[config.mk]
export PLATFORM = sky130hd
export DESIGN_NAME = sel_decoder_seq_flat
export DESIGN_NICKNAME = d
export VERILOG_FILES = /design/src/rtl/sel_decoder_seq_if.sv /design/src/rtl/sel_decoder_seq.sv /design/src/flat_wrapper.sv
export SDC_FILE = /design/constraint.sdc
export NUM_CORES = 1
export LEC_CHECK = 0
export CAP_MARGIN = 20
export CELL_PAD_IN_SITES_DETAIL_PLACEMENT = 0
export CELL_PAD_IN_SITES_GLOBAL_PLACEMENT = 1
export CORE_ASPECT_RATIO = 1.2
export CORE_UTILIZATION = 33
export DETAILED_ROUTE_END_ITERATION = 8
export PLACE_DENSITY = 0.76
export SLEW_MARGIN = 0
export SYNTH_ARGS = -nofsm -noshare
export SYNTH_HDL_FRONTEND = slang
export SYNTH_SLANG_ARGS = --single-unit
export TNS_END_PERCENT = 5
[constraint.sdc]
create_clock -name clk -period 1.9 [get_ports clk]
set_clock_uncertainty 0.1 [all_clocks]
set_input_delay 0.38 -clock clk [delete_from_list [all_inputs] [get_ports clk]]
set_output_delay 0.38 -clock clk [all_outputs]
set_load 0.02 [all_outputs]
[src/rtl/sel_decoder_seq_if.sv]
// Request/select bundle between the control unit and the register-select decoder.
// The control unit takes the master modport and the decoder takes the slave modport.
interface sel_decoder_seq_if #(
    parameter int AW    = 4,
    parameter int OUT_W = 16
);
    logic             req_valid;
    logic [AW-1:0]    req_addr;
    logic             req_ready;
    logic             clr;
    logic             sweep_start;
    logic             sweep_busy;
    logic [OUT_W-1:0] sel;
    logic             sel_valid;
    logic             addr_err;

    modport master (
        output req_valid,
        output req_addr,
        output clr,
        output sweep_start,
        input  req_ready,
        input  sweep_busy,
        input  sel,
        input  sel_valid,
        input  addr_err
    );

    modport slave (
        input  req_valid,
        input  req_addr,
        input  clr,
        input  sweep_start,
        output req_ready,
        output sweep_busy,
        output sel,
        output sel_valid,
        output addr_err
    );
endinterface

[src/rtl/sel_decoder_seq.sv]
// Registered one-hot register-select decoder with level/pulse modes and a boot-clear sweep.
// Latency 1 cycle from accept to sel; req_ready drops while sweeping or when clr/sweep_start is high.
// Optional sticky one-hot checker enabled by SEL_DECODER_ONEHOT_CHECK_EN (adds port sel_err).
module sel_decoder_seq #(
    parameter int AW    = 4,
    parameter int OUT_W = 16,
    parameter bit PULSE = 1'b0
) (
    input  logic             clk,
    input  logic             rst,
    sel_decoder_seq_if.slave bus
`ifdef SEL_DECODER_ONEHOT_CHECK_EN
    ,
    output logic             sel_err
`endif
);

    typedef enum logic [1:0] {
        IDLE  = 2'd0,
        HOLD  = 2'd1,
        SWEEP = 2'd2
    } state_t;

    localparam logic [AW-1:0] LAST_IDX = AW'(OUT_W - 1);

    state_t           state_q, state_d;
    logic [OUT_W-1:0] sel_q, sel_d;
    logic             sel_valid_q, sel_valid_d;
    logic             addr_err_q, addr_err_d;
    logic [AW-1:0]    cnt_q, cnt_d;

    logic             req_ready;
    logic             accept;
    logic             addr_legal;

    function automatic logic [OUT_W-1:0] onehot(input logic [AW-1:0] idx);
        logic [OUT_W-1:0] v;
        v = '0;
        for (int i = 0; i < OUT_W; i++) begin
            if (idx == AW'(i)) begin
                v[i] = 1'b1;
            end
        end
        return v;
    endfunction

    assign req_ready  = (state_q != SWEEP) && !bus.sweep_start && !bus.clr;
    assign accept     = bus.req_valid && req_ready;
    // Extra MSB keeps the compare meaningful when OUT_W == 2**AW.
    assign addr_legal = ({1'b0, bus.req_addr} < (AW + 1)'(OUT_W));

    always_comb begin
        state_d    = state_q;
        sel_d      = sel_q;
        cnt_d      = cnt_q;
        addr_err_d = 1'b0;

        if (state_q == SWEEP) begin
            if (bus.clr || (cnt_q == LAST_IDX)) begin
                state_d = IDLE;
                sel_d   = '0;
                cnt_d   = '0;
            end else begin
                cnt_d = cnt_q + AW'(1);
                sel_d = onehot(cnt_q + AW'(1));
            end
        end else if (bus.clr) begin
            state_d = IDLE;
            sel_d   = '0;
        end else if (bus.sweep_start) begin
            state_d = SWEEP;
            cnt_d   = '0;
            sel_d   = onehot('0);
        end else if (accept) begin
            if (addr_legal) begin
                sel_d   = onehot(bus.req_addr);
                state_d = PULSE ? IDLE : HOLD;
            end else begin
                sel_d      = '0;
                addr_err_d = 1'b1;
                state_d    = IDLE;
            end
        end else if (PULSE) begin
            // Pulse mode never holds: an unrefreshed select lasts one cycle.
            sel_d   = '0;
            state_d = IDLE;
        end

        sel_valid_d = |sel_d;
    end

    always_ff @(posedge clk) begin
        if (rst) begin
            state_q     <= IDLE;
            sel_q       <= '0;
            sel_valid_q <= 1'b0;
            addr_err_q  <= 1'b0;
            cnt_q       <= '0;
        end else begin
            state_q     <= state_d;
            sel_q       <= sel_d;
            sel_valid_q <= sel_valid_d;
            addr_err_q  <= addr_err_d;
            cnt_q       <= cnt_d;
        end
    end

    assign bus.req_ready  = req_ready;
    assign bus.sweep_busy = (state_q == SWEEP);
    assign bus.sel        = sel_q;
    assign bus.sel_valid  = sel_valid_q;
    assign bus.addr_err   = addr_err_q;

`ifdef SEL_DECODER_ONEHOT_CHECK_EN
    logic sel_err_q, sel_err_d;
    logic sel_multi;

    // x & (x-1) is non-zero exactly when more than one bit is set.
    assign sel_multi = |(sel_q & (sel_q - OUT_W'(1)));

    always_comb begin
        sel_err_d = sel_err_q | sel_multi;
    end

    always_ff @(posedge clk) begin
        if (rst) begin
            sel_err_q <= 1'b0;
        end else begin
            sel_err_q <= sel_err_d;
            assert (!sel_multi) else $error("sel has more than one bit set: %h", sel_q);
        end
    end

    assign sel_err = sel_err_q;
`endif

endmodule
[src/flat_wrapper.sv]
// flat-port wrapper written by rule: the top's interface ports become plain ports
module sel_decoder_seq_flat 
#(
    parameter int AW    = 4,
    parameter int OUT_W = 16,
    parameter bit PULSE = 1'b0
)
  (clk, rst, bus_req_valid, bus_req_addr, bus_clr, bus_sweep_start, bus_req_ready, bus_sweep_busy, bus_sel, bus_sel_valid, bus_addr_err);
  sel_decoder_seq_if #(.AW(AW), .OUT_W(OUT_W)) bus_i ();
  input  logic clk;
  input  logic rst;
  input wire logic [$bits(bus_i.req_valid)-1:0] bus_req_valid;
  input wire logic [$bits(bus_i.req_addr)-1:0] bus_req_addr;
  input wire logic [$bits(bus_i.clr)-1:0] bus_clr;
  input wire logic [$bits(bus_i.sweep_start)-1:0] bus_sweep_start;
  output wire logic [$bits(bus_i.req_ready)-1:0] bus_req_ready;
  output wire logic [$bits(bus_i.sweep_busy)-1:0] bus_sweep_busy;
  output wire logic [$bits(bus_i.sel)-1:0] bus_sel;
  output wire logic [$bits(bus_i.sel_valid)-1:0] bus_sel_valid;
  output wire logic [$bits(bus_i.addr_err)-1:0] bus_addr_err;
  assign bus_i.req_valid = bus_req_valid;
  assign bus_i.req_addr = bus_req_addr;
  assign bus_i.clr = bus_clr;
  assign bus_i.sweep_start = bus_sweep_start;
  assign bus_req_ready = bus_i.req_ready;
  assign bus_sweep_busy = bus_i.sweep_busy;
  assign bus_sel = bus_i.sel;
  assign bus_sel_valid = bus_i.sel_valid;
  assign bus_addr_err = bus_i.addr_err;
  sel_decoder_seq #(.AW(AW), .OUT_W(OUT_W), .PULSE(PULSE)) u_core (.clk(clk), .rst(rst), .bus(bus_i));
endmodule
==> summary.txt <==
Pwr
  – Power Total: 0.000974 W
  – P_leak: between 0.9 and 1 nW
  – Max VDD drop: roughly 0.00027 V
  – Pwr/cell area: approximately 450 nW/um^2

Logic synthesis
  – Sequential share of the synthesized area: 0.354
  – Most numerous cell in the Yosys netlist: nor2_1
  – Ys async rst share: 0
  – Most used DFF post-synth: dfxtp_1
  – Synth top area cells: dfxtp_1 35%, nor2_1 6.9%, ha_1 4.8%, a221oi_2 3.5%, a221oi_1 3.4%
  – Area share of the largest cell type after synthesis: 0.354
  – Syn Inst Count: 145
  – Synth area leader: dfxtp_1
  – Post-synthesis cell area: ~1300 um^2
  – Post-synth EDFFs: 0
  – Synthesized Nets: 159
  – Avg Cell Area, Syn: 8.98 um^2
  – Flops & latches, synth: 23
  – Most common library cells after synthesis: 24 x nor2_1, 23 x dfxtp_1, 8 x a21oi_1, 7 x nand2_1
  – Ys Warns: 0
  – Yosys cell types: 45

STA
  – Pins over their slew limit: 0
  – Final Hold Fails: 0
  – Achievable frequency: 495 MHz
  – Final Cycle Share: 1.06
  – Tmin final: between 2 and 2.5 ns
  – Setup ws final: -0.118 ns
  – RSZ-0062 raised after global routing: yes
  – Setup Viol. Count Final: 1

Outcome
  – Failing checks: negative setup slack
  – Status: finished, violations left

Clock tree
  – H-tree depth: 1
  – TritonCTS clock tree: yes
  – Clk sinks: 23
  – CTS root buf: clkbuf_8
  – CTS Buffer Depth: 2
  – CTS buffer count: 3
  – Worst skew pair latency: approximately 0.27 ns
  – Clock transition at path regs: 0.09 ns

Routing
  – Antenna-violating nets left: 0
  – Initial drt markers: 38
  – Drt wl/cell: 14.3 um
  – Via count: 1426
  – Routed WL: roughly 3.9 mm
  – Vias per cell: about 5.2
  – DRC viols: 0
  – First-pass iteration count of the detailed router: 4

Critical path
  – Crit path kind: reg -> reg
  – Worst path arrival time: about 2.1 ns
  – Critical Path Fanout Max: 5
  – CP max-delay cell: dfxtp_2
  – CP Data Required Time: 1.94 ns
  – Worst path max stage delay: roughly 0.35 ns
  – Reg2reg setup slack: -0.12 ns
  – Buffers & Inverters on Critical Path: 2
  – Critical path's top delay family: simple AND/OR/NAND/NOR gates
  – CP cell instances: nor2b_4 > or3_4 > buf_12 > nor4_4 > buf_4 > a221oi_4 > nand2_1 > nor4_2 > a41oi_1
  – CP Launch Type: flip-flop
  – Crit path capture type: flip-flop

Floorplanning
  – DIE HEIGHT: just over 70 um
  – Starting Density: 0.353
  – DIE AREA: 4200 um^2
  – CORE AREA: 3690 um^2
  – Die width: 59.4 um
  – # rows: 24
  – # IOs: 29

Cells and area
  – ANT cells: 0
  – Share of layout cells above drive strength 1: 0.413
  – Fill count: about 340
  – NumNets Final: 238
  – Layout area overhead: 65.5%
  – Multi-input logic area: between 800 and 900 um^2
  – Non-Filler Instances: 275
  – Register Area: 474 um^2

Placement
  – Hpwl dp: between 3 and 4 mm
  – Buffers on Ports: 27
  – Placed cells: 268
  – Final GP Congestion: 0.894
  – Place WS: -0.624 ns

Global routing
  – First-pass GRT wire length: 6.31 mm
  – Total congestion overflow: 0
  – GRT Overall Usage: 0.195
  – Number of global-route vias before repair: 1431
  – Pin count of the biggest net entering global routing: 24
  – Antenna violations before repair: 0

Min path
  – Class of the worst hold path: reg -> reg

Flow run
  – MaxCap Viol Count: 0
[layout by cell type, fill, tap and decap left out, types with 2 or more instances in the layout]
cell type        instances
buf_4                   50
a21oi_2                  2
nand3_1                  6
nor3_1                   6
a21oi_1                  6
nor3b_2                  3
a221oi_1                 4
and3_1                   3
a221oi_2                 3
a31oi_1                  3
dfxtp_1                 18
a22oi_1                  5
nor2_1                  24
and3_4                   2
nand2_1                  7
o21ai_0                  2
a22o_1                   4
dfxtp_4                  3
ha_1                     4
clkdlybuf4s50_1         21
clkbuf_8                 3
nor4_2                   2
dfxtp_2                  2
and2_2                   2
inv_1                    5
dlygate4sd2_1            3
[worst register-to-register path: cells and delay by family (launching register included)]
family                 cells  cell delay (ns)
AO/OA/AOI/OAI              2             0.41
flip-flops                 1             0.35
buffers and inverters      2             0.25
AND/OR/NAND/NOR            5             0.78
[power by group]
part / total [W] / switching [W] / internal, W
registers: 0.000490 / 0.00000534 / 0.000485
logic: 0.000167 / 0.0000834 / 0.0000832
clock network: 0.000317 / 0.000170 / 0.000147
total: 0.000974 / 0.000259 / 0.000715
[flip-flops by register name (all words and copies together), names as in the netlist]
signal,flops
u_core.bus.sel_valid,1
u_core.cnt_q,4
u_core.state_q,2
u_core.bus.sel,16
[cells by family (layout without fill, tap and decap cells)]
group                    count (synthesis)  after routing  synth area share
AO/OA/AOI/OAI                           32             32             0.187
buffers and inverters                   10             88            0.0452
other                                    1              1           0.00288
adder cells (fa/ha/maj)                  5              5            0.0480
AND/OR/NAND/NOR                         69             69             0.317
multiplexers                             1              1           0.00769
flip-flops                              23             23             0.354
XOR/XNOR                                 4              4            0.0384
[timing repair]
action,4_1_cts,5_1_grt
pin swaps,2,4
endpoints found under the setup margin,15,8
setup buffers,2,1
resized for setup,14,18
hold buffers,0,0
[worst paths after layout]
kind,startpoint,endpoint,cells after the start
worst min-delay path,u_core.state_q[1]$_SDFFE_PP0P_,u_core.state_q[1]$_SDFFE_PP0P_,2
worst min register to register,u_core.state_q[1]$_SDFFE_PP0P_,u_core.state_q[1]$_SDFFE_PP0P_,2
worst max-delay path,u_core.state_q[1]$_SDFFE_PP0P_,u_core.bus.sel_valid$_SDFF_PP0_,9
worst max register to register,u_core.state_q[1]$_SDFFE_PP0P_,u_core.bus.sel_valid$_SDFF_PP0_,9
[final cells by class]
| class | instances | area share |
|---|---|---|
| Clock inverter | 1 | 0.00232 |
| Sequential cell | 23 | 0.220 |
| Timing Repair Buffer | 79 | 0.311 |
| Clock buffer | 3 | 0.0192 |
| Inverter | 5 | 0.00871 |
| Tap cell | 52 | 0.0302 |
| Multi-Input combinational cell | 112 | 0.409 |
[stage by stage]
stage	TNS [ns]	utilization	hold slack, ns	cell area (um^2)
after floorplan	0	-	0.349	1320
after global placement	-6.47	0.540	0.379	1990
after detailed placement	-6.71	0.540	0.401	1990
after CTS	-0.215	0.561	0.419	2070
after global routing	-0.288	0.584	0.430	2160
final	-0.118	0.584	0.413	2160
[per-layer routing]
| metal | GRT usage | part of all wire | vias up |
|---|---|---|---|
| met5 | 0 | 0 | - |
| met3 | 0.0293 | 0.037 | 13 |
| met4 | 0.0979 | 0.031 | 0 |
| li1 | - | - | 684 |
| met1 | 0.225 | 0.40 | 685 |
| met2 | 0.338 | 0.54 | 44 |
Note: power is estimated with default switching activity, not from simulation.
